==> config.mk <==
export PLATFORM = sky130hd
export DESIGN_NAME = vga_timing_gen
export DESIGN_NICKNAME = d
export VERILOG_FILES = /design/src/rtl/vga_timing_gen.sv
export SDC_FILE = /design/constraint.sdc
export NUM_CORES = 1
export LEC_CHECK = 0
export ABC_AREA = 0
export ABC_CLOCK_PERIOD_IN_PS = 5700
export BUFFER_PORTS_ARGS = -buffer_cell sky130_fd_sc_hd__buf_2
export CORE_UTILIZATION = 41
export DETAILED_ROUTE_END_ITERATION = 10
export GPL_TIMING_DRIVEN = 0
export SLEW_MARGIN = 20
export SYNTH_ARGS = -nofsm -noshare
export SYNTH_HDL_FRONTEND = slang
export SYNTH_SLANG_ARGS = --single-unit
==> constraint.sdc <==
create_clock -name clk -period 5.7 [get_ports clk]
set_input_delay 0.57 -clock clk [delete_from_list [all_inputs] [get_ports clk]]
set_output_delay 0.57 -clock clk [all_outputs]
set_load 0.01 [all_outputs]
==> src/rtl/vga_timing_gen.sv <==
// vga_timing_gen: VGA raster timing generator (640x480@60 by default).
// Produces the pixel-rate strobe, pixel coordinates, sync pulses, the
// active-video flag and a once-per-frame refresh strobe. It also registers
// the renderer colour onto the DAC pins, with blanking applied.
// Optional compile-time macro: VGA_SYNC_ALIGN_EN. When it is defined,
// hsync, vsync and the DAC blanking flag are delayed by ALIGN_DELAY pixel
// ticks so they line up with the renderer pipeline.
module vga_timing_gen #(
    parameter int H_ACTIVE    = 640,
    parameter int H_FP        = 16,
    parameter int H_SYNC      = 96,
    parameter int H_BP        = 48,
    parameter int V_ACTIVE    = 480,
    parameter int V_FP        = 10,
    parameter int V_SYNC      = 2,
    parameter int V_BP        = 33,
    parameter int CLK_DIV     = 2,
    parameter int ALIGN_DELAY = 2
) (
    input  logic        clk,
    input  logic        reset,
    input  logic [11:0] rgb_in,
    output logic        pixel_tick,
    output logic [9:0]  pix_x,
    output logic [9:0]  pix_y,
    output logic        video_on,
    output logic        refresh_tick,
    output logic        hsync,
    output logic        vsync,
    output logic [3:0]  vga_r,
    output logic [3:0]  vga_g,
    output logic [3:0]  vga_b
);

    localparam int H_TOTAL = H_ACTIVE + H_FP + H_SYNC + H_BP;
    localparam int V_TOTAL = V_ACTIVE + V_FP + V_SYNC + V_BP;
    localparam int DIV_W   = (CLK_DIV > 1) ? $clog2(CLK_DIV) : 1;

    localparam logic [DIV_W-1:0] DIV_LAST = DIV_W'(CLK_DIV - 1);
    localparam logic [9:0] H_LAST   = 10'(H_TOTAL - 1);
    localparam logic [9:0] V_LAST   = 10'(V_TOTAL - 1);
    localparam logic [9:0] H_ACT    = 10'(H_ACTIVE);
    localparam logic [9:0] V_ACT    = 10'(V_ACTIVE);
    localparam logic [9:0] HS_FIRST = 10'(H_ACTIVE + H_FP);
    localparam logic [9:0] HS_LAST  = 10'(H_ACTIVE + H_FP + H_SYNC - 1);
    localparam logic [9:0] VS_FIRST = 10'(V_ACTIVE + V_FP);
    localparam logic [9:0] VS_LAST  = 10'(V_ACTIVE + V_FP + V_SYNC - 1);

    // The 10-bit counters and the divider cannot represent other parameter sets
    if ((H_TOTAL > 1024) || (V_TOTAL > 1024) || (CLK_DIV < 1) || (ALIGN_DELAY < 1)) begin : g_bad_params
        $error("vga_timing_gen: illegal parameter set");
    end

    logic [DIV_W-1:0] div_r;
    logic             pixel_tick_r;
    logic [9:0]       x_r;
    logic [9:0]       y_r;
    logic             video_on_r;
    logic             hsync_r;
    logic             vsync_r;
    logic             refresh_r;
    logic [11:0]      rgb_r;

    logic             tick_s;
    logic [9:0]       next_x_s;
    logic [9:0]       next_y_s;
    logic             hsync_next_s;
    logic             vsync_next_s;
    logic             video_next_s;
    logic             refresh_next_s;
    logic             hsync_out_s;
    logic             vsync_out_s;
    logic             video_out_s;

    // Next raster position and its decode; the decode is taken from the next
    // count so the registered flags line up with the registered counters
    always_comb begin
        tick_s   = (div_r == DIV_LAST);
        next_x_s = x_r;
        next_y_s = y_r;
        if (x_r == H_LAST) begin
            next_x_s = 10'd0;
            if (y_r == V_LAST) begin
                next_y_s = 10'd0;
            end else begin
                next_y_s = y_r + 10'd1;
            end
        end else begin
            next_x_s = x_r + 10'd1;
            next_y_s = y_r;
        end
        hsync_next_s   = !((next_x_s >= HS_FIRST) && (next_x_s <= HS_LAST));
        vsync_next_s   = !((next_y_s >= VS_FIRST) && (next_y_s <= VS_LAST));
        video_next_s   = (next_x_s < H_ACT) && (next_y_s < V_ACT);
        refresh_next_s = (next_x_s == 10'd0) && (next_y_s == V_ACT);
    end

    // Pixel-rate divider; the strobe rises on the edge the divider wraps
    always_ff @(posedge clk or negedge reset) begin
        if (!reset) begin
            div_r        <= {DIV_W{1'b0}};
            pixel_tick_r <= 1'b0;
        end else begin
            pixel_tick_r <= tick_s;
            if (tick_s) begin
                div_r <= {DIV_W{1'b0}};
            end else begin
                div_r <= div_r + DIV_W'(1);
            end
        end
    end

    // Raster counters and undelayed sync / video / refresh flags
    always_ff @(posedge clk or negedge reset) begin
        if (!reset) begin
            x_r        <= 10'd0;
            y_r        <= 10'd0;
            video_on_r <= 1'b0;
            hsync_r    <= 1'b1;
            vsync_r    <= 1'b1;
            refresh_r  <= 1'b0;
        end else if (tick_s) begin
            x_r        <= next_x_s;
            y_r        <= next_y_s;
            video_on_r <= video_next_s;
            hsync_r    <= hsync_next_s;
            vsync_r    <= vsync_next_s;
            refresh_r  <= refresh_next_s;
        end else begin
            refresh_r  <= 1'b0;
        end
    end

`ifdef VGA_SYNC_ALIGN_EN
    logic [ALIGN_DELAY-1:0] hs_dly_r;
    logic [ALIGN_DELAY-1:0] vs_dly_r;
    logic [ALIGN_DELAY-1:0] vid_dly_r;

    // Delay sync and blanking to match the renderer's coordinate decode and font ROM read
    always_ff @(posedge clk or negedge reset) begin
        if (!reset) begin
            hs_dly_r  <= {ALIGN_DELAY{1'b1}};
            vs_dly_r  <= {ALIGN_DELAY{1'b1}};
            vid_dly_r <= {ALIGN_DELAY{1'b0}};
        end else if (tick_s) begin
            for (int i = ALIGN_DELAY - 1; i > 0; i--) begin
                hs_dly_r[i]  <= hs_dly_r[i-1];
                vs_dly_r[i]  <= vs_dly_r[i-1];
                vid_dly_r[i] <= vid_dly_r[i-1];
            end
            hs_dly_r[0]  <= hsync_r;
            vs_dly_r[0]  <= vsync_r;
            vid_dly_r[0] <= video_on_r;
        end else begin
            hs_dly_r  <= hs_dly_r;
            vs_dly_r  <= vs_dly_r;
            vid_dly_r <= vid_dly_r;
        end
    end

    assign hsync_out_s = hs_dly_r[ALIGN_DELAY-1];
    assign vsync_out_s = vs_dly_r[ALIGN_DELAY-1];
    assign video_out_s = vid_dly_r[ALIGN_DELAY-1];
`else
    assign hsync_out_s = hsync_r;
    assign vsync_out_s = vsync_r;
    assign video_out_s = video_on_r;
`endif

    // DAC colour register: sample the renderer on each pixel, forced to black when blanked
    always_ff @(posedge clk or negedge reset) begin
        if (!reset) begin
            rgb_r <= 12'h000;
        end else if (tick_s) begin
            rgb_r <= video_out_s ? rgb_in : 12'h000;
        end else begin
            rgb_r <= rgb_r;
        end
    end

    assign pixel_tick   = pixel_tick_r;
    assign pix_x        = x_r;
    assign pix_y        = y_r;
    assign video_on     = video_on_r;
    assign refresh_tick = refresh_r;
    assign hsync        = hsync_out_s;
    assign vsync        = vsync_out_s;
    assign vga_r        = rgb_r[11:8];
    assign vga_g        = rgb_r[7:4];
    assign vga_b        = rgb_r[3:0];

endmodule
==> impl_results.md <==
* Outcome: completed
* Routability cong. at 0.8731
* Violation count after the first detailed-route iteration at 172
* Syn avg cell area at 9.035 um^2
* Async set-reset flop share out of synthesis at 1.000
* Syn Nets at 268
* Root buf cell: clkbuf_8
* Fill count at 532
* Die area at 5787 um^2
* H-tree depth at 2
* Crit path time final at 2699 ps
* CTS tree: built
* CP required at 5900 ps
* Crit path from: pix_x[1]$_DFFE_PN0P_
* Die height at 76.08 um
* Initial cell density of the core at 0.4322
* Row count at 26
* GRT overflow at 0
* Worst setup EP type: flip-flop
* Netlist cell types at 54
* Multi-input logic area at 1127 um^2
* Hold Path Class: in2async
* Ys Warns at 0
* IO Pins at 51
* RSZ-0062 raised after global routing: false
* Static Leak at 1.288 nW
* Crit path kind: reg2reg
* Nets at 325
* NetSw at 0.0001126 W
* WL per Instance at 15.03 um
* Overall routing resource usage at 0.2025
* P&R area growth vs syn at 21.36%
* Max incr delay on CP at 510 ps
* Resized cells post-CTS at 0
* Worst-Skew Late Latency at 290 ps
* Number of synthesized flops with an enable pin at 0
* Syn Inst Count at 249
* Final period util at 0.4735
* CTS Buf Count at 5
* Detailed placer's ending HPWL at 3991 um
* Reg clk slew, reported paths at 80 ps
* Sequential cell area fraction in the yosys report at 0.4238
* Netlist Area Pre-Place at 2250 um^2
* Cell count after placement at 369
* Max cap viols at 0
* Via count at 2089
* Top post-synthesis cells by area: dfrtp_1, o21ai_0, nand3_1
* Slew at the pin with the worst max-slew slack at 862.4 ps
* DP Area at 2587 um^2
* WL final at 5668 um
* Number of buffers on the longest clock path at 2
* First-pass DRT Iterations at 4
* Final setup vio count at 0
* Most common cell after layout, fill and taps aside: buf_2
* Most frequent cells in the layout: buf_2, dfrtp_1, o21ai_0
* Initial antenna violation count at 0
* Setup total negative slack at 0 ps
* Max Fclk at 370.5 MHz
* Depth of the most critical reg-to-reg path at 7
* Reg power frac at 0.474
* Worst reg2reg path endpoint: refresh_tick$_DFF_PN0_
* Layout cells sized above 1 at 0.2476
* Clk pwr share at 0.489
* Synth Register Bits at 38
* R2r setup slk at 3000 ps
* Final instance area at 2730 um^2
* CP cell instances: ha_1 > and4_1 > clkbuf_1 > nand3_2 > a211o_1 > a221o_1 > nor4_2
* Synth top area share at 0.4004
* # diodes at 0
* Max-slew headroom at 0.4251
* Setup crit start kind: flip-flop
* CP max stage cell: dfrtp_1
* Hold-fix buffers, CTS at 0
* Setup Skew at 5.263 ps
* Port Buffers at 50
* Vias in the first global route at 1886
* Power Dens Cells at 213.0 nW/um^2
* Switching fraction of total power at 0.1935
* Final Slew Violations at 0
* Routed Antenna Nets at 0
* Critical R2R Launch: pix_x[1]$_DFFE_PN0P_
* Vias/cell at 5.541
* CP max FO at 10
* Largest net degree at the start of global routing at 39
* Post-CTS setup buffers at 0
* Register Area at 953.4 um^2
* Top_reg_cell synth: dfrtp_1
* # DRC at 0
* Cell Int Power at 0.0004691 W
* Comb pwr share at 0.037
* Max VDD drop at 0.1064 mV
* First-pass GRT wire length at 9349 um
* Synth area leader: dfrtp_1
* Count of final hold-check violations at 0
* CP arrival at 2900 ps
* CTS sink cnt at 38
* Worst setup endpoint: refresh_tick$_DFF_PN0_
* Die width at 76.08 um
* Core box area at 5205 um^2
* Final Non-Filler Cells at 377
[state kept, by name, summed over array words and instances, names as in the netlist]
signal        count
pix_x            10
hsync             1
pix_y            10
refresh_tick      1
div_r             1
video_on          1
pixel_tick        1
vsync             1
rgb_r            12
[power groups by stage]
stage / combinational (W) / clock, W / sequential (W)
2_1_floorplan: 0.00000461 / 0 / 0.000283
3_3_place_gp: 0.0000215 / 0 / 0.000281
3_5_place_dp: 0.0000221 / 0 / 0.000281
4_1_cts: 0.0000222 / 0.000290 / 0.000276
5_1_grt: 0.0000246 / 0.000299 / 0.000276
6_report: 0.0000214 / 0.000284 / 0.000276
[routing by layer]
metal	vias to the layer above	part of all wire	wire length (um)	GRT usage
li1	1012	-	-	-
met1	1000	0.48	2704	0.2831
met2	72	0.45	2573	0.3136
met3	5	0.057	323	0.03952
met4	0	0.012	66	0.06923
met5	-	0	0	0
[logic make-up after synthesis]
group,Yosys count,share of synthesized area
adder cells (fa/ha/maj),5,0.02781
multiplexers,1,0.005005
buffers and inverters,39,0.07508
XOR/XNOR,13,0.05061
AND/OR/NAND/NOR,93,0.2469
AO/OA/AOI/OAI,60,0.1708
flip-flops,38,0.4238
[metrics by stage]
stage | setup WS (ps) | util | hold slack (ps) | total power, W
detailed placement | 3022 | 0.4971 | 485.0 | 0.0003034
floorplan | 3418 | - | 274.4 | 0.0002880
finish | 3001 | 0.5245 | 383.1 | 0.0005816
CTS | 3000 | 0.5245 | 420.7 | 0.0005881
global placement | 2993 | 0.4971 | 485.4 | 0.0003024
global route | 2879 | 0.5245 | 464.9 | 0.0006002
[layout make-up]
type                    instances  share of cell area
inverters                      18             0.02475
multi-input cells             172              0.4129
clock buffers                   6             0.03025
repair buffers                 50             0.09166
plain buffers                  21             0.03712
flip-flops and latches         38              0.3492
well taps                      70             0.03208
clock inverters                 2             0.02200
[synth_stat cells (all sizes together) (7+ instances only)]
cell type,n
buf,8
nand2,14
inv,18
dfrtp,36
o21ai,27
xnor2,10
nand3,24
nor2,10
nand4,11
and3,7
a21oi,7
clkbuf,13
[how the worst min path moves through the flow]
stage,start,end,slack [ps],cells after the start
floorplan,reset,div_r$_DFF_PN0_,270,0
global placement,div_r$_DFF_PN0_,pixel_tick$_DFF_PN0_,490,0
detailed placement,div_r$_DFF_PN0_,pixel_tick$_DFF_PN0_,490,0
CTS,reset,pix_x[3]$_DFFE_PN0P_,420,1
global route,reset,pix_x[8]$_DFFE_PN0P_,460,1
finish,reset,pix_x[3]$_DFFE_PN0P_,380,1
[worst max-delay path: cells and delay by family (launching register included)]
| family | cells | cell delay [ps] |
|---|---|---|
| and+or+nand+nor | 3 | 770 |
| AOI/OAI and AO/OA | 2 | 740 |
| DFF | 1 | 510 |
| adders and majority gates | 1 | 330 |
| buffers and inverters | 1 | 260 |
Note: power is estimated with default switching activity, not from simulation.
